File: src/rtl/ecpeta_err_monitor_pkg.sv
// Shared ECPETA definitions: default widths, monitor FSM states and ED width helper.
package ecpeta_pkg;

    localparam int N_DEF = 16;
    localparam int K_DEF = 7;

    typedef enum logic [1:0] {
        IDLE = 2'd0,
        RUN  = 2'd1,
        SAT  = 2'd2
    } state_t;

    // Error distance needs one bit more than the operands (carry of the exact sum).
    function automatic int ed_w(input int n);
        return n + 1;
    endfunction

endpackage

File: src/rtl/ecpeta_err_monitor_if.sv
// Sample bus into the error monitor: operands, approximate sum and valid/ready handshake.
interface ecpeta_err_monitor_if
    import ecpeta_pkg::*;
#(
    parameter int N = N_DEF
);
    logic         in_valid;
    logic         in_ready;
    logic [N-1:0] a;
    logic [N-1:0] b;
    logic [N-1:0] sum_apx;

    modport master (output in_valid, a, b, sum_apx, input in_ready);
    modport slave  (input in_valid, a, b, sum_apx, output in_ready);
endinterface

File: src/rtl/ecpeta_err_monitor_acc.sv
// Stage-3 statistics: sample/error counters, ED sum, max/last ED and the
// saturation compare that keeps the counters from ever wrapping.
module ecpeta_err_acc
    import ecpeta_pkg::*;
#(
    parameter int N     = N_DEF,
    parameter int CNT_W = 32
)(
    input  logic                 clk,
    input  logic                 rst_n,
    input  logic                 clear,
    input  logic                 i_vld,
    input  logic [N:0]           i_ed,
    input  logic                 i_nz,
    input  logic [1:0]           i_inflight,
    output logic [CNT_W-1:0]     o_sample_cnt,
    output logic [CNT_W-1:0]     o_err_cnt,
    output logic [CNT_W+N:0]     o_ed_acc,
    output logic [N:0]           o_ed_max,
    output logic [N:0]           o_ed_last,
    output logic                 o_at_limit
);
    localparam logic [CNT_W:0] LIMIT = {1'b0, {CNT_W{1'b1}}};

    logic [CNT_W-1:0] r_sample_cnt;
    logic [CNT_W-1:0] r_err_cnt;
    logic [CNT_W+N:0] r_ed_acc;
    logic [N:0]       r_ed_max;
    logic [N:0]       r_ed_last;
    logic [CNT_W:0]   w_total;

    // Samples already counted plus those still travelling through stages 1-2.
    assign w_total    = {1'b0, r_sample_cnt} + {{(CNT_W-1){1'b0}}, i_inflight};
    assign o_at_limit = (w_total >= LIMIT);

    // Statistics update at the last pipeline edge; clear wins over a valid sample.
    always_ff @(posedge clk or negedge rst_n) begin
        if (!rst_n) begin
            r_sample_cnt <= '0;
            r_err_cnt    <= '0;
            r_ed_acc     <= '0;
            r_ed_max     <= '0;
            r_ed_last    <= '0;
        end else if (clear) begin
            r_sample_cnt <= '0;
            r_err_cnt    <= '0;
            r_ed_acc     <= '0;
            r_ed_max     <= '0;
            r_ed_last    <= '0;
        end else if (i_vld) begin
            r_sample_cnt <= r_sample_cnt + CNT_W'(1);
            r_err_cnt    <= r_err_cnt + {{(CNT_W-1){1'b0}}, i_nz};
            r_ed_acc     <= r_ed_acc + {{CNT_W{1'b0}}, i_ed};
            r_ed_last    <= i_ed;
            if (i_ed > r_ed_max) begin
                r_ed_max <= i_ed;
            end
        end
    end

    assign o_sample_cnt = r_sample_cnt;
    assign o_err_cnt    = r_err_cnt;
    assign o_ed_acc     = r_ed_acc;
    assign o_ed_max     = r_ed_max;
    assign o_ed_last    = r_ed_last;

endmodule

File: src/rtl/ecpeta_err_monitor.sv
// Approximate-adder error monitor: capture stage, ED stage, statistics stage and
// IDLE/RUN/SAT control that throttles input before the counters can overflow.
module ecpeta_err_monitor
    import ecpeta_pkg::*;
#(
    parameter int N     = N_DEF,
    parameter int K     = K_DEF,
    parameter int CNT_W = 32
)(
    input  logic                  clk,
    input  logic                  rst_n,
    input  logic                  clear,
    ecpeta_err_monitor_if.slave   bus,
    output logic [CNT_W-1:0]      sample_cnt,
    output logic [CNT_W-1:0]      err_cnt,
    output logic [CNT_W+N:0]      ed_acc,
    output logic [ed_w(N)-1:0]    ed_max,
    output logic [ed_w(N)-1:0]    ed_last,
    output logic                  sat
);
    // K only describes the adder under test; reject nonsensical values at elaboration.
    if (K < 1 || K > N) begin : g_k_check
        $error("ecpeta_err_monitor: K must lie in 1..N");
    end

    state_t       r_state;
    state_t       w_state_nxt;

    logic         r_s1_vld;
    logic [N-1:0] r_s1_a;
    logic [N-1:0] r_s1_b;
    logic [N-1:0] r_s1_sum;
    logic         r_s2_vld;
    logic [N:0]   r_s2_ed;
    logic         r_s2_nz;

    logic         w_accept;
    logic         w_at_limit;
    logic [1:0]   w_inflight;
    logic [N:0]   w_exact;
    logic [N:0]   w_apx;
    logic [N:0]   w_ed;

    assign bus.in_ready = !clear && (r_state != SAT) && !w_at_limit;
    assign w_accept     = bus.in_valid && bus.in_ready;
    assign w_inflight   = {1'b0, r_s1_vld} + {1'b0, r_s2_vld};
    assign sat          = (r_state == SAT);

    assign w_exact = {1'b0, r_s1_a} + {1'b0, r_s1_b};
    assign w_apx   = {1'b0, r_s1_sum};
    assign w_ed    = (w_exact >= w_apx) ? (w_exact - w_apx) : (w_apx - w_exact);

    // Stage 1: capture an accepted sample (accept is already low during clear).
    always_ff @(posedge clk or negedge rst_n) begin
        if (!rst_n) begin
            r_s1_vld <= 1'b0;
            r_s1_a   <= '0;
            r_s1_b   <= '0;
            r_s1_sum <= '0;
        end else begin
            r_s1_vld <= w_accept;
            if (w_accept) begin
                r_s1_a   <= bus.a;
                r_s1_b   <= bus.b;
                r_s1_sum <= bus.sum_apx;
            end
        end
    end

    // Stage 2: register the error distance and its nonzero flag.
    always_ff @(posedge clk or negedge rst_n) begin
        if (!rst_n) begin
            r_s2_vld <= 1'b0;
            r_s2_ed  <= '0;
            r_s2_nz  <= 1'b0;
        end else begin
            r_s2_vld <= r_s1_vld && !clear;
            if (r_s1_vld) begin
                r_s2_ed <= w_ed;
                r_s2_nz <= (w_ed != '0);
            end
        end
    end

    // Control state register.
    always_ff @(posedge clk or negedge rst_n) begin
        if (!rst_n) begin
            r_state <= IDLE;
        end else begin
            r_state <= w_state_nxt;
        end
    end

    // Next state: first accept starts a run, reaching the count limit saturates.
    always_comb begin
        w_state_nxt = r_state;
        if (clear) begin
            w_state_nxt = IDLE;
        end else begin
            case (r_state)
                IDLE:    if (w_accept)   w_state_nxt = RUN;
                RUN:     if (w_at_limit) w_state_nxt = SAT;
                SAT:     w_state_nxt = SAT;
                default: w_state_nxt = IDLE;
            endcase
        end
    end

    ecpeta_err_acc #(
        .N     (N),
        .CNT_W (CNT_W)
    ) u_acc (
        .clk          (clk),
        .rst_n        (rst_n),
        .clear        (clear),
        .i_vld        (r_s2_vld),
        .i_ed         (r_s2_ed),
        .i_nz         (r_s2_nz),
        .i_inflight   (w_inflight),
        .o_sample_cnt (sample_cnt),
        .o_err_cnt    (err_cnt),
        .o_ed_acc     (ed_acc),
        .o_ed_max     (ed_max),
        .o_ed_last    (ed_last),
        .o_at_limit   (w_at_limit)
    );

endmodule

File: src/flat_wrapper.sv
// flat-port wrapper written by rule: the top's interface ports become plain ports
module ecpeta_err_monitor_flat import ecpeta_pkg::*;
#(
    parameter int N     = N_DEF,
    parameter int K     = K_DEF,
    parameter int CNT_W = 32
)
  (clk, rst_n, clear, sample_cnt, err_cnt, ed_acc, ed_max, ed_last, sat, bus_in_valid, bus_a, bus_b, bus_sum_apx, bus_in_ready);
  ecpeta_err_monitor_if #(.N(N)) bus_i ();
  input  logic clk;
  input  logic rst_n;
  input  logic clear;
  output logic [CNT_W-1:0] sample_cnt;
  output logic [CNT_W-1:0] err_cnt;
  output logic [CNT_W+N:0] ed_acc;
  output logic [ed_w(N)-1:0] ed_max;
  output logic [ed_w(N)-1:0] ed_last;
  output logic sat;
  input wire logic [$bits(bus_i.in_valid)-1:0] bus_in_valid;
  input wire logic [$bits(bus_i.a)-1:0] bus_a;
  input wire logic [$bits(bus_i.b)-1:0] bus_b;
  input wire logic [$bits(bus_i.sum_apx)-1:0] bus_sum_apx;
  output wire logic [$bits(bus_i.in_ready)-1:0] bus_in_ready;
  assign bus_i.in_valid = bus_in_valid;
  assign bus_i.a = bus_a;
  assign bus_i.b = bus_b;
  assign bus_i.sum_apx = bus_sum_apx;
  assign bus_in_ready = bus_i.in_ready;
  ecpeta_err_monitor #(.N(N), .K(K), .CNT_W(CNT_W)) u_core (.clk(clk), .rst_n(rst_n), .clear(clear), .bus(bus_i), .sample_cnt(sample_cnt), .err_cnt(err_cnt), .ed_acc(ed_acc), .ed_max(ed_max), .ed_last(ed_last), .sat(sat));
endmodule
File: config.mk
export PLATFORM = sky130hd
export DESIGN_NAME = ecpeta_err_monitor_flat
export DESIGN_NICKNAME = d
export VERILOG_FILES = /design/src/rtl/ecpeta_err_monitor_pkg.sv /design/src/rtl/ecpeta_err_monitor_if.sv /design/src/rtl/ecpeta_err_monitor_acc.sv /design/src/rtl/ecpeta_err_monitor.sv /design/src/flat_wrapper.sv
export SDC_FILE = /design/constraint.sdc
export NUM_CORES = 1
export LEC_CHECK = 0
export BUFFER_PORTS_ARGS = -buffer_cell sky130_fd_sc_hd__buf_2
export CORE_UTILIZATION = 33
export DETAILED_ROUTE_END_ITERATION = 12
export GPL_TIMING_DRIVEN = 0
export PLACE_DENSITY = 0.53
export SYNTH_ARGS = -nofsm -noshare
export SYNTH_HDL_FRONTEND = slang
export SYNTH_HIERARCHICAL = 1
export SYNTH_SLANG_ARGS = --single-unit
export TNS_END_PERCENT = 5
File: constraint.sdc
create_clock -name clk -period 4.4 [get_ports clk]
set_input_delay 0 -clock clk [delete_from_list [all_inputs] [get_ports clk]]
set_output_delay 0 -clock clk [all_outputs]
set_load 0.05 [all_outputs]
==> impl_metrics.yaml, run 1 <==
outcome:
  result_of_the_run: "finished with violations"
  violations: "setup timing"
floorplanning:
  horiz_die_dim_microns: 204
  die_h_microns: 204
  design.core.area_sq_mm: 0.0401
  design.die.area_sq_mm: 0.0418
  placement_rows: 73
  pin_count: 201
  floorplan.initialDensity_pct: 33.7
logic_synthesis:
  postSynthCellCount: 1450
  synthesis.yosys.warnings: 6
  synth_area_per_cell_sq_um: 9.33
  synth-seq-cells: 217
  synth-edff-count: 0
  synth.yosys.seq_area_share_pct: 40.2
  yosysUniqueCellTypes: 90
  synthArstFlopShare_pct: 100
  postSynth.topFlopCell: "sky130_fd_sc_hd__dfrtp_1"
  synth.net_count: 1599
  syn-cell-area_sq_mm: 0.0135
route:
  via_count: 11500
  via_density_per_instance: 5.04
  post_drt_wl_per_cell_microns: 17.0
  finalWirelength_microns: 39000
  detail_route.drc_violations: 0
  drt_first_iter_violations: 628
  drt-pass1-iter-count: 5
  ant_nets: 0
sta:
  final.hold.worst_slack_ns: 0.196
  grt_setup_unrepaired: "yes"
  fin_crit_sh_pct: 105
  fin_ws_ns: -0.203
  slew_headroom_pct: 32.1
  maxClockFrequency_mhz: 217
  setup_viol: 2
  fin_skew_ns: 0.0191
  max_slew.worst_pin.slew_ns: 1.02
  min_period_ns: 4.60
  finalMaxSlewViolations: 0
  final-hold-violation-count: 0
  setup_tns_ns: -0.216
global_routing:
  number_of_antenna_violations_at_the_first_check_in_global_routing: 1
  grt_overflow_total: 0
  first_global_vias: 11300
  grt.total_usage_pct: 18.5
  grt_pass1_wl_microns: 61300
  grt_start_max_net_pins: 103
clock_network:
  cts.htree.levels: 1
  cts_tree: "done"
  clock-root-buffer: "sky130_fd_sc_hd__clkbuf_16"
  clock_path_buffers: 3
  cts_made_buffers: 28
  clk-insertion-delay-late_ns: 0.57
  clock-sinks: 217
  clk_transition_reported_paths_ns: 0.06
worst_setup_path:
  crit_chain: "ha_2 > fa_2 > a211oi_2 > o21ai_1 > o2111ai_2 > o31a_1 > o21bai_1 > a21o_1 > xor2_1 > ha_1 > a21oi_2 > o31ai_2 > a21oi_2 > o31ai_4 > or4_1 > o211ai_1 > nand4_1 > nor4b_2 > a31oi_1"
  worst-endpoint-arrival_ns: 5.04
  required_ns: 4.83
  critical_path.slowest_cell: "sky130_fd_sc_hd__or4_1"
  critical_path.startpoint_type: "flip-flop"
  timing.reg2reg.worst_path_depth: 19
  critical-path-max-stage-delay_ns: 0.52
  worst-path-max-fanout: 7
  worst_path_most_repeated_cell: "sky130_fd_sc_hd__a21oi_2"
  critical_path_end_type: "flip-flop"
  path_class: "flip-flop to flip-flop"
layout:
  combined_area_of_the_multi_input_logic_cells_sq_mm: 0.00772
  n_fill_cell: 3989
  finalInstanceArea_sq_mm: 0.0170
  syn2layout_area_growth_pct: 25.9
  finish.net_count: 1893
  drive_above_1_share_pct: 21.7
  antenna-diode-count: 0
  area.sequential_sq_mm: 0.00543
  instances_no_fill: 2289
placement:
  place_congestion: 0.848
  place_hpwl_microns: 29300
  io_buffers: 200
  number_of_cells_in_the_design_after_placement: 2177
  placedInstanceArea_sq_mm: 0.0153
pwr:
  share_comb_of_total_power_pct: 61.6
  total_power_divided_by_cell_area_mw_per_mm2: 759
  ir_drop_v: 0.000475
  proportion_of_total_power_due_to_net_switching_pct: 45.0
  switching_power_mw: 5.81
  total_leakage_power_nw: 7.89
  int_power_mw: 7.11
  p_clk_share_pct: 18.5
  flop_pwr_share_pct: 20.0
job:
  max_cap_viol_count: 0
min_path:
  holdPathStages: 4
  worst_hold_path_type: "input port to flip-flop"
[per-stage QoR]
step,utilization [%],worst slack [ns],power [mW]
floorplan,-,-0.126,8.02
global placement,37.9,-0.905,9.59
detailed placement,38.0,-0.954,9.67
CTS,42.3,-0.216,12.9
global route,42.5,-0.478,14.0
finish,42.5,-0.203,12.9
[power groups by stage]
| stage | sequential [mW] | clock [mW] | combinational (mW) |
|---|---|---|---|
| floorplan | 2.72 | 0 | 5.30 |
| global placement | 2.61 | 0 | 6.97 |
| detailed placement | 2.62 | 0 | 7.05 |
| CTS | 2.59 | 2.46 | 7.81 |
| global route | 2.63 | 2.54 | 8.82 |
| finish | 2.58 | 2.39 | 7.96 |
[cell families after synthesis]
family	synth area share, %
muxes	6.54
adders and majority gates	9.25
DFF	40.2
buffers and inverters	4.02
AOI/OAI and AO/OA	13.8
xor gates and xnor gates	7.37
and+or+nand+nor	18.8
[worst paths after layout]
path,from,end,slack [ns]
worst max register to register,u_core/r_s1_a[0],u_core/r_s2_nz,-0.20
worst min register to register,u_core/r_s1_b[14],u_core/r_s1_b[14],0.51
min in group asynchronous,rst_n,u_core/u_acc/o_sample_cnt[17],0.55
worst max-delay path,u_core/r_s1_a[0],u_core/r_s2_nz,-0.20
worst min-delay path,bus_sum_apx[12],u_core/r_s1_sum[12],0.20
max in group asynchronous,rst_n,u_core/r_s1_a[14],3.31
[state kept, by name (all words and copies together) (netlist names)]
name,count
u_core/u_acc/o_ed_max,17
u_core/u_acc/o_err_cnt,32
u_core/r_s1_a,16
u_core/r_s1_b,16
u_core/r_s1_sum,16
u_core/u_acc/o_sample_cnt,32
u_core/u_acc/o_ed_acc,49
u_core/r_s1_vld,1
u_core/u_acc/o_ed_last,17
u_core/r_state,2
u_core/r_s2_ed,17
u_core/r_s2_vld,1
u_core/r_s2_nz,1
[cell usage after synthesis (26+ instances only)]
master	instances	area, sq um
sky130_fd_sc_hd__dfrtp_1	217	5430
sky130_fd_sc_hd__nor2_1	183	687
sky130_fd_sc_hd__nand2_1	110	413
sky130_fd_sc_hd__a21oi_1	94	470
sky130_fd_sc_hd__ha_1	92	1150
sky130_fd_sc_hd__inv_1	71	267
sky130_fd_sc_hd__xor2_1	67	587
sky130_fd_sc_hd__o21ai_0	51	255
sky130_fd_sc_hd__mux2i_1	49	490
sky130_fd_sc_hd__nand4_1	45	282
sky130_fd_sc_hd__xnor2_1	45	394
sky130_fd_sc_hd__clkbuf_1	41	154
sky130_fd_sc_hd__nand3_1	35	175
sky130_fd_sc_hd__mux2_2	34	383
sky130_fd_sc_hd__a21o_1	26	195
[per-layer routing]
| layer | vias up | track usage [%] | wire length [microns] |
|---|---|---|---|
| met2 | 235 | 32.5 | 19400 |
| met1 | 5585 | 23.0 | 17000 |
| met4 | 0 | 5.14 | 984 |
| met3 | 57 | 3.16 | 1600 |
| met5 | - | 0 | 0 |
| li1 | 5668 | - | - |
[layout make-up]
cell class | count | area share [%]
flip-flops and latches | 217 | 31.9
repair buffers | 267 | 9.95
plain buffers | 58 | 1.68
clock inverters | 14 | 1.11
clock buffers | 36 | 4.53
inverters | 72 | 1.59
well taps | 525 | 3.86
multi-input cells | 1100 | 45.4
[worst max-delay path: cells and delay by family, from the launching register on]
| family | cells | cell delay [ns] |
|---|---|---|
| AOI/OAI and AO/OA | 12 | 1.97 |
| and+or+nand+nor | 3 | 0.93 |
| adders and majority gates | 3 | 0.98 |
| DFF | 1 | 0.38 |
| xor gates and xnor gates | 1 | 0.21 |
[cells in the final DEF, fill, tap and decap left out, types with 26 or more instances in the layout]
cell type	synthesis	final
sky130_fd_sc_hd__dfrtp_1	217	217
sky130_fd_sc_hd__buf_2	11	208
sky130_fd_sc_hd__nor2_1	183	183
sky130_fd_sc_hd__nand2_1	110	109
sky130_fd_sc_hd__ha_1	92	88
sky130_fd_sc_hd__a21oi_1	94	83
sky130_fd_sc_hd__inv_1	71	71
sky130_fd_sc_hd__xor2_1	67	67
sky130_fd_sc_hd__dlygate4sd3_1	0	51
sky130_fd_sc_hd__o21ai_0	51	50
sky130_fd_sc_hd__mux2i_1	49	48
sky130_fd_sc_hd__nand4_1	45	45
sky130_fd_sc_hd__xnor2_1	45	44
sky130_fd_sc_hd__clkbuf_1	41	38
sky130_fd_sc_hd__mux2_2	34	34
sky130_fd_sc_hd__nand3_1	35	33
sky130_fd_sc_hd__clkbuf_16	0	28
sky130_fd_sc_hd__a21o_1	26	26
[repair_timing]
item                                    CTS  global route
gates cloned                              1             0
hold buffers                             52             0
endpoints found under the hold margin   271             0
setup buffers                            12             0
pin swaps                                23             5
endpoints found under the setup margin   24            55
resized for setup                        35            21
Note: power is estimated with default switching activity, not from simulation.
==> run 2, diff against run 1 <==
--- a/config.mk
+++ b/config.mk
@@ -7,11 +7,11 @@
 export LEC_CHECK = 0
 export BUFFER_PORTS_ARGS = -buffer_cell sky130_fd_sc_hd__buf_2
 export CORE_UTILIZATION = 33
+export CTS_CLUSTER_SIZE = 24
 export DETAILED_ROUTE_END_ITERATION = 12
 export GPL_TIMING_DRIVEN = 0
 export PLACE_DENSITY = 0.53
 export SYNTH_ARGS = -nofsm -noshare
 export SYNTH_HDL_FRONTEND = slang
-export SYNTH_HIERARCHICAL = 1
 export SYNTH_SLANG_ARGS = --single-unit
 export TNS_END_PERCENT = 5
==> run 2 against run 1 <==
The flow still finishes with violations (setup timing). Combinational power decreased by 30%. Sequential share of layout area increased by 1.1 points. Wire length decreased by 9.7%. First-iteration DRC count decreased by 28%. Non-clock buffer count decreased by 4. Critical endpoint is now u_core.r_s2_nz. Largest cell class unchanged.
==> impl_metrics.yaml, run 2 <==
outcome:
  result_of_the_run: "finished with violations"
  violations: "setup timing"
job:
  max_cap_viol_count: 0
sta:
  min_period_ns: 4.88
  max_slew.worst_pin.slew_ns: 0.965
  final-hold-violation-count: 0
  final.hold.worst_slack_ns: 0.0268
  setup_viol: 6
  grt_setup_unrepaired: "yes"
  fin_ws_ns: -0.480
  maxClockFrequency_mhz: 205
  finalMaxSlewViolations: 0
  slew_headroom_pct: 35.5
  fin_skew_ns: 0.0144
  fin_crit_sh_pct: 111
worst_setup_path:
  worst-path-max-fanout: 4
  path_class: "flip-flop to flip-flop"
  worst-endpoint-arrival_ns: 5.33
  r2r-end: "u_core.r_s2_nz"
  critical_path.startpoint_type: "flip-flop"
  critical_path_end_type: "flip-flop"
  reg2reg_slack_ns: -0.48
  required_ns: 4.85
  timing.reg2reg.worst_path_depth: 23
  critical_path.reg2reg.startpoint: "u_core.r_s1_a[0]"
logic_synthesis:
  synth-seq-cells: 217
  synthesis.yosys.warnings: 0
  yosysUniqueCellTypes: 67
  synth.yosys.seq_area_share_pct: 41.5
  synth.net_count: 1523
  synth_commonest_cells: "sky130_fd_sc_hd__dfrtp_1 (217), sky130_fd_sc_hd__nor2_1 (204), sky130_fd_sc_hd__ha_1 (89)"
  synth_most_common_cell: "sky130_fd_sc_hd__dfrtp_1"
  postSynthCellCount: 1377
  synth-edff-count: 0
  synth_area_leader_cell: "sky130_fd_sc_hd__dfrtp_1"
  postSynth.topFlopCell: "sky130_fd_sc_hd__dfrtp_1"
  synth_top_area_share_pct: 41.5
  synth_area_per_cell_sq_um: 9.50
  synth_area_leaders: "sky130_fd_sc_hd__dfrtp_1 (42%), sky130_fd_sc_hd__ha_1 (8.5%), sky130_fd_sc_hd__nor2_1 (5.9%), sky130_fd_sc_hd__mux2i_1 (5.2%), sky130_fd_sc_hd__xnor2_1 (4.4%)"
  synthArstFlopShare_pct: 100
  syn-cell-area_sq_mm: 0.0131
clock_network:
  clock-sinks: 217
  cts.htree.levels: 1
  clk_transition_reported_paths_ns: 0.06
  clock-root-buffer: "sky130_fd_sc_hd__clkbuf_16"
  clk-insertion-delay-late_ns: 0.56
  cts_tree: "done"
  clock_path_buffers: 3
  cts_made_buffers: 27
route:
  detail_route.drc_violations: 0
  finalWirelength_microns: 35200
  post_drt_wl_per_cell_microns: 15.9
  via_count: 10700
  ant_nets: 0
  drt-pass1-iter-count: 4
  via_density_per_instance: 4.85
  drt_first_iter_violations: 452
layout:
  largest_register_ff_count: 49
  finish.net_count: 1820
  combined_area_of_the_multi_input_logic_cells_sq_mm: 0.00729
  n_fill_cell: 3882
  syn2layout_area_growth_pct: 25.8
  drive_above_1_share_pct: 21.1
  antenna-diode-count: 0
  final_cell_mix: "sky130_fd_sc_hd__dfrtp_1 (217), sky130_fd_sc_hd__buf_2 (209), sky130_fd_sc_hd__nor2_1 (202), sky130_fd_sc_hd__nand2_1 (88), sky130_fd_sc_hd__ha_1 (83)"
  mostFrequentLayoutCell: "sky130_fd_sc_hd__dfrtp_1"
  finalInstanceArea_sq_mm: 0.0164
  finalCoreUtilization_pct: 42.4
  area.sequential_sq_mm: 0.00543
placement:
  place_congestion: 0.879
  place_hpwl_microns: 26300
  placedInstanceArea_sq_mm: 0.0148
  io_buffers: 200
min_path:
  timing.hold.worst_endpoint: "u_core.r_s1_b[12]"
  worst_hold_startpoint: "bus_in_valid"
  worst_hold_path_type: "input port to flip-flop"
  holdPathStages: 4
floorplanning:
  design.core.area_sq_mm: 0.0388
  die_h_microns: 201
  pin_count: 201
  design.die.area_sq_mm: 0.0404
  placement_rows: 72
  horiz_die_dim_microns: 201
  floorplan.initialDensity_pct: 33.7
global_routing:
  grt_pass1_wl_microns: 57200
  first_global_vias: 10600
  number_of_antenna_violations_at_the_first_check_in_global_routing: 0
  grt_overflow_total: 0
  grt.total_usage_pct: 17.6
  grt_start_max_net_pins: 116
pwr:
  fin_total_pwr_mw: 10.2
  total_leakage_power_nw: 7.83
  ir_drop_v: 0.000387
  total_power_divided_by_cell_area_mw_per_mm2: 622
[run 2: worst max path at each step]
| stage | cells after the start | to | startpoint | slack (ns) |
|---|---|---|---|---|
| global route | 24 | u_core.r_s2_nz | u_core.r_s1_a[0] | -0.78 |
| global placement | 22 | u_core.r_s2_nz | u_core.r_s1_b[1] | -0.92 |
| CTS | 24 | u_core.r_s2_nz | u_core.r_s1_a[0] | -0.63 |
| detailed placement | 21 | u_core.r_s2_nz | u_core.r_s1_b[1] | -0.97 |
| floorplan | 22 | u_core.r_s2_nz | u_core.r_s1_b[0] | -0.22 |
| finish | 23 | u_core.r_s2_nz | u_core.r_s1_a[0] | -0.48 |
[run 2: logic make-up (layout without fill, tap and decap cells)]
logic type	after synthesis	after routing	share of synthesized area (%)
compound gates	222	222	10.6
buf+inv	131	445	4.01
xor+xnor	128	128	8.57
mux	108	108	8.82
simple gates	477	477	17.2
fa+ha+maj	94	94	9.28
flops	217	217	41.5
[run 2: final cells by class]
cell class                 count  share of cell area, %
inverter                      78                   1.78
clock buffer                  37                   4.52
timing repair buffer         271                   10.4
tap                          518                   3.94
buffer                        50                   1.40
multi-input combinational   1029                   44.3
clock inverter                 9                  0.662
sequential                   217                   33.0
[run 2: power breakdown]
part	leakage [nW]	switching, mW	internal [mW]
Clock	0.415	0.883	1.29
Sequential	2.87	0.262	2.23
Combinational	4.55	3.01	2.56
Total	7.83	4.16	6.08
[run 2: layer usage]
metal | GRT usage (%) | wire length (microns)
met5 | 0 | 0
met4 | 5.59 | 1070
met3 | 2.66 | 1480
met2 | 29.3 | 16300
met1 | 23.3 | 16300
[run 2: stage by stage]
stage                     worst slack, ns  setup TNS [ns]  cells
final                              -0.480           -1.14   2209
after detailed placement           -0.974           -5.85   2096
after global placement             -0.919         -153.85   2095
after floorplan                    -0.220          -0.220   1377
after CTS                          -0.633           -3.30   2206
after global routing               -0.775           -4.98   2209
[run 2: what timing repair did]
| item | 4_1_cts | 5_1_grt |
|---|---|---|
| hold buffers | 49 | 0 |
| hold endpoints to repair | 150 | 0 |
| endpoints found under the setup margin | 17 | 17 |
| setup buffers | 18 | 3 |
| resized for setup | 27 | 7 |
| pin swaps | 36 | 13 |
[run 2: critical path: stages, from the launching register on]
cell and delay (ns):
sky130_fd_sc_hd__dfrtp_1 0.38, sky130_fd_sc_hd__ha_2 0.21, sky130_fd_sc_hd__fa_2 0.39, sky130_fd_sc_hd__a211oi_2 0.22
sky130_fd_sc_hd__nor2_2 0.09, sky130_fd_sc_hd__a21oi_2 0.13, sky130_fd_sc_hd__nand2b_1 0.10, sky130_fd_sc_hd__a21oi_2 0.16
sky130_fd_sc_hd__o21ai_2 0.08, sky130_fd_sc_hd__a21o_1 0.18, sky130_fd_sc_hd__a21o_1 0.17, sky130_fd_sc_hd__xnor2_2 0.23
sky130_fd_sc_hd__ha_4 0.25, sky130_fd_sc_hd__a21o_1 0.17, sky130_fd_sc_hd__a21o_1 0.18, sky130_fd_sc_hd__a311oi_2 0.21
sky130_fd_sc_hd__o21ai_2 0.12, sky130_fd_sc_hd__a21oi_4 0.22, sky130_fd_sc_hd__buf_4 0.15, sky130_fd_sc_hd__mux2i_1 0.20
sky130_fd_sc_hd__xor2_1 0.10, sky130_fd_sc_hd__or4_4 0.51, sky130_fd_sc_hd__nor4_4 0.27, sky130_fd_sc_hd__nor2_1 0.06
==> run 3, diff against run 2 <==
--- a/config.mk
+++ b/config.mk
@@ -5,12 +5,13 @@
 export SDC_FILE = /design/constraint.sdc
 export NUM_CORES = 1
 export LEC_CHECK = 0
-export BUFFER_PORTS_ARGS = -buffer_cell sky130_fd_sc_hd__buf_2
 export CORE_UTILIZATION = 33
 export CTS_CLUSTER_SIZE = 24
 export DETAILED_ROUTE_END_ITERATION = 12
+export DONT_BUFFER_PORTS = 1
 export GPL_TIMING_DRIVEN = 0
-export PLACE_DENSITY = 0.53
+export HOLD_SLACK_MARGIN = 0.1
+export PLACE_DENSITY = 0.48
 export SYNTH_ARGS = -nofsm -noshare
 export SYNTH_HDL_FRONTEND = slang
 export SYNTH_SLANG_ARGS = --single-unit
==> constraint.sdc (replaced) <==
create_clock -name clk -period 4.4 [get_ports clk]
set_input_delay 0 -clock clk [delete_from_list [all_inputs] [get_ports clk]]
set_output_delay 0 -clock clk [all_outputs]
set_load 0.1 [all_outputs]
==> run 3 against run 2 <==
Sequential power grew 16%. Global-route usage grew 0.15 points. Critical path type unchanged. The run ends with hold timing, setup timing left. Worst setup slack gained 0.0074 ns. Maximum frequency grew 0.15%. Wire length grew 1.9%. Largest power group unchanged.
==> impl_metrics.yaml, run 3 (synthesized netlist as in run 2, its figures left out) <==
layout:
  finish.net_count: 1641
  syn2layout_area_growth_pct: 20.4
  final_cell_mix: "sky130_fd_sc_hd__dfrtp_1 (209), sky130_fd_sc_hd__nor2_1 (202), sky130_fd_sc_hd__nand2_1 (88), sky130_fd_sc_hd__ha_1 (83), sky130_fd_sc_hd__inv_1 (78)"
  largest_register_ff_count: 49
  instances_no_fill: 2034
  mostFrequentLayoutCell: "sky130_fd_sc_hd__dfrtp_1"
  drive_above_1_share_pct: 11.6
  finalCoreUtilization_pct: 40.6
  finalInstanceArea_sq_mm: 0.0158
sta:
  setup_viol: 7
  final.hold.worst_slack_ns: -0.860
  fin_skew_ns: 0.00673
  fin_crit_sh_pct: 111
  max_slew.worst_pin.slew_ns: 1.10
  setup_tns_ns: -0.873
  finalMaxSlewViolations: 0
  grt_setup_unrepaired: "yes"
  min_period_ns: 4.87
  slew_headroom_pct: 26.9
  maxClockFrequency_mhz: 205
  fin_ws_ns: -0.473
  final-hold-violation-count: 217
pwr:
  ir_drop_v: 0.000363
  share_comb_of_total_power_pct: 50.5
  p_clk_share_pct: 21.6
  total_leakage_power_nw: 6.91
  total_power_divided_by_cell_area_mw_per_mm2: 661
  switching_power_mw: 4.40
  flop_pwr_share_pct: 27.9
  int_power_mw: 6.01
  proportion_of_total_power_due_to_net_switching_pct: 42.3
worst_setup_path:
  critical_path.slowest_cell: "sky130_fd_sc_hd__or4_4"
  critical_path.startpoint_type: "flip-flop"
  crit_chain: "ha_1 > a21o_1 > a21oi_2 > o21bai_1 > a21oi_2 > o21bai_1 > a41o_1 > o41ai_4 > o21ai_1 > a21o_1 > xor2_1 > ha_2 > a21o_1 > a21o_1 > a311oi_2 > o21ai_2 > a21oi_4 > buf_4 > mux2i_1 > xnor2_1 > or4_4 > nor4_4 > nor2_1"
  path_class: "flip-flop to flip-flop"
  critical_path_buf_inv_count: 1
  crit_family: "compound AO/OA/AOI/OAI gates"
  worst-path-max-fanout: 5
  critical_path_end_type: "flip-flop"
  critical-path-max-stage-delay_ns: 0.45
  required_ns: 4.84
  worst-endpoint-arrival_ns: 5.31
  worst_path_most_repeated_cell: "sky130_fd_sc_hd__a21o_1"
global_routing:
  number_of_antenna_violations_at_the_first_check_in_global_routing: 0
  grt_overflow_total: 0
  grt_busiest_layer: "met2"
  use_met1_pct: 21.8
  grt.total_usage_pct: 17.7
  globalRouteMet3Util_pct: 3.85
  first_global_vias: 10400
  grt_start_max_net_pins: 218
  groute.layer.met2.usage_pct: 31.1
  grt_pass1_wl_microns: 57400
route:
  finalWirelength_microns: 35900
  ant_nets: 0
  via_density_per_instance: 5.02
  detail_route.drc_violations: 0
  drt_first_iter_violations: 349
  via_count: 10200
  drt-pass1-iter-count: 4
  post_drt_wl_per_cell_microns: 17.6
clock_network:
  clock-root-buffer: "sky130_fd_sc_hd__clkbuf_16"
  cts_made_buffers: 27
  clk_transition_reported_paths_ns: 0.06
  clk-insertion-delay-late_ns: 0.56
  cts.htree.levels: 1
  clock_path_buffers: 3
  cts_tree: "done"
  clock-sinks: 217
  holdBufCountCts: 72
outcome:
  violations: "hold timing, setup timing"
  result_of_the_run: "finished with violations"
placement:
  place_congestion: 0.850
  io_buffers: 0
  placedInstanceArea_sq_mm: 0.0138
  place_hpwl_microns: 26400
  number_of_cells_in_the_design_after_placement: 1897
floorplanning:
  horiz_die_dim_microns: 201
  floorplan.initialDensity_pct: 33.7
  design.core.area_sq_mm: 0.0388
  placement_rows: 72
  design.die.area_sq_mm: 0.0404
  die_h_microns: 201
  pin_count: 201
min_path:
  worst_hold_path_type: "input port to asynchronous set/reset pin"
job:
  max_cap_viol_count: 0
-- run 3: power groups by stage --
stage          clock network [mW]  logic [mW]  registers, mW
3_5_place_dp                    0        4.52           2.95
6_report                     2.25        5.26           2.90
5_1_grt                      2.40        5.86           2.95
4_1_cts                      2.32        5.00           2.91
3_3_place_gp                    0        4.46           2.95
2_1_floorplan                   0        3.64           2.81
-- run 3: worst register-to-register path, cell delays in order, from the launching register on --
cell                       delay [ns]
sky130_fd_sc_hd__dfrtp_1         0.38
sky130_fd_sc_hd__ha_1            0.30
sky130_fd_sc_hd__a21o_1          0.17
sky130_fd_sc_hd__a21oi_2         0.14
sky130_fd_sc_hd__o21bai_1        0.09
sky130_fd_sc_hd__a21oi_2         0.17
sky130_fd_sc_hd__o21bai_1        0.11
sky130_fd_sc_hd__a41o_1          0.24
sky130_fd_sc_hd__o41ai_4         0.29
sky130_fd_sc_hd__o21ai_1         0.11
sky130_fd_sc_hd__a21o_1          0.22
sky130_fd_sc_hd__xor2_1          0.15
sky130_fd_sc_hd__ha_2            0.21
sky130_fd_sc_hd__a21o_1          0.16
sky130_fd_sc_hd__a21o_1          0.18
sky130_fd_sc_hd__a311oi_2        0.22
sky130_fd_sc_hd__o21ai_2         0.13
sky130_fd_sc_hd__a21oi_4         0.20
sky130_fd_sc_hd__buf_4           0.15
sky130_fd_sc_hd__mux2i_1         0.21
sky130_fd_sc_hd__xnor2_1         0.13
sky130_fd_sc_hd__or4_4           0.46
sky130_fd_sc_hd__nor4_4          0.29
sky130_fd_sc_hd__nor2_1          0.06
-- run 3: area by class of cell --
cell class / count / area (sq um)
clock buffer: 34 / 732
clock inverter: 15 / 158
fill: 3855 / 23100
buffer: 50 / 230
sequential: 217 / 5440
tap: 518 / 648
timing repair buffer: 92 / 891
antenna: 1 / 2.50
multi-input combinational: 1029 / 7360
inverter: 78 / 293
-- run 3: worst paths after layout --
check / from / endpoint / slack [ns] / cells after the start
setup reg to reg: u_core.r_s1_b[1] / u_core.r_s2_nz / -0.47 / 23
setup / recovery: u_core.r_s1_b[1] / u_core.r_s2_nz / -0.47 / 23
hold / removal: rst_n / u_core.u_acc.o_sample_cnt[21] / -0.86 / 0
min in group clk: bus_sum_apx[7] / u_core.r_s1_sum[7] / 0.12 / 3
hold reg to reg: u_core.r_s1_a[8] / u_core.r_s1_a[8] / 0.51 / 1
max in group asynchronous: rst_n / u_core.r_s1_a[13] / 4.98 / 0
-- run 3: what timing repair did --
| action | CTS | global route |
|---|---|---|
| setup endpoints to repair | 17 | 47 |
| hold endpoints to repair | 273 | 217 |
| resized for setup | 24 | 23 |
| pin swaps | 30 | 12 |
| setup buffers | 14 | 4 |
-- run 3: stage by stage --
stage | power, mW | setup WS (ns)
floorplan | 6.45 | -0.220
global placement | 7.41 | -0.979
detailed placement | 7.47 | -1.00
CTS | 10.2 | -0.655
global route | 11.2 | -0.735
finish | 10.4 | -0.473
-- run 3: layer usage --
metal	vias to the layer above	routed length (microns)
li1	4998	-
met1	4965	15700
met2	201	17600
met3	48	1670
met4	0	896
met5	-	0
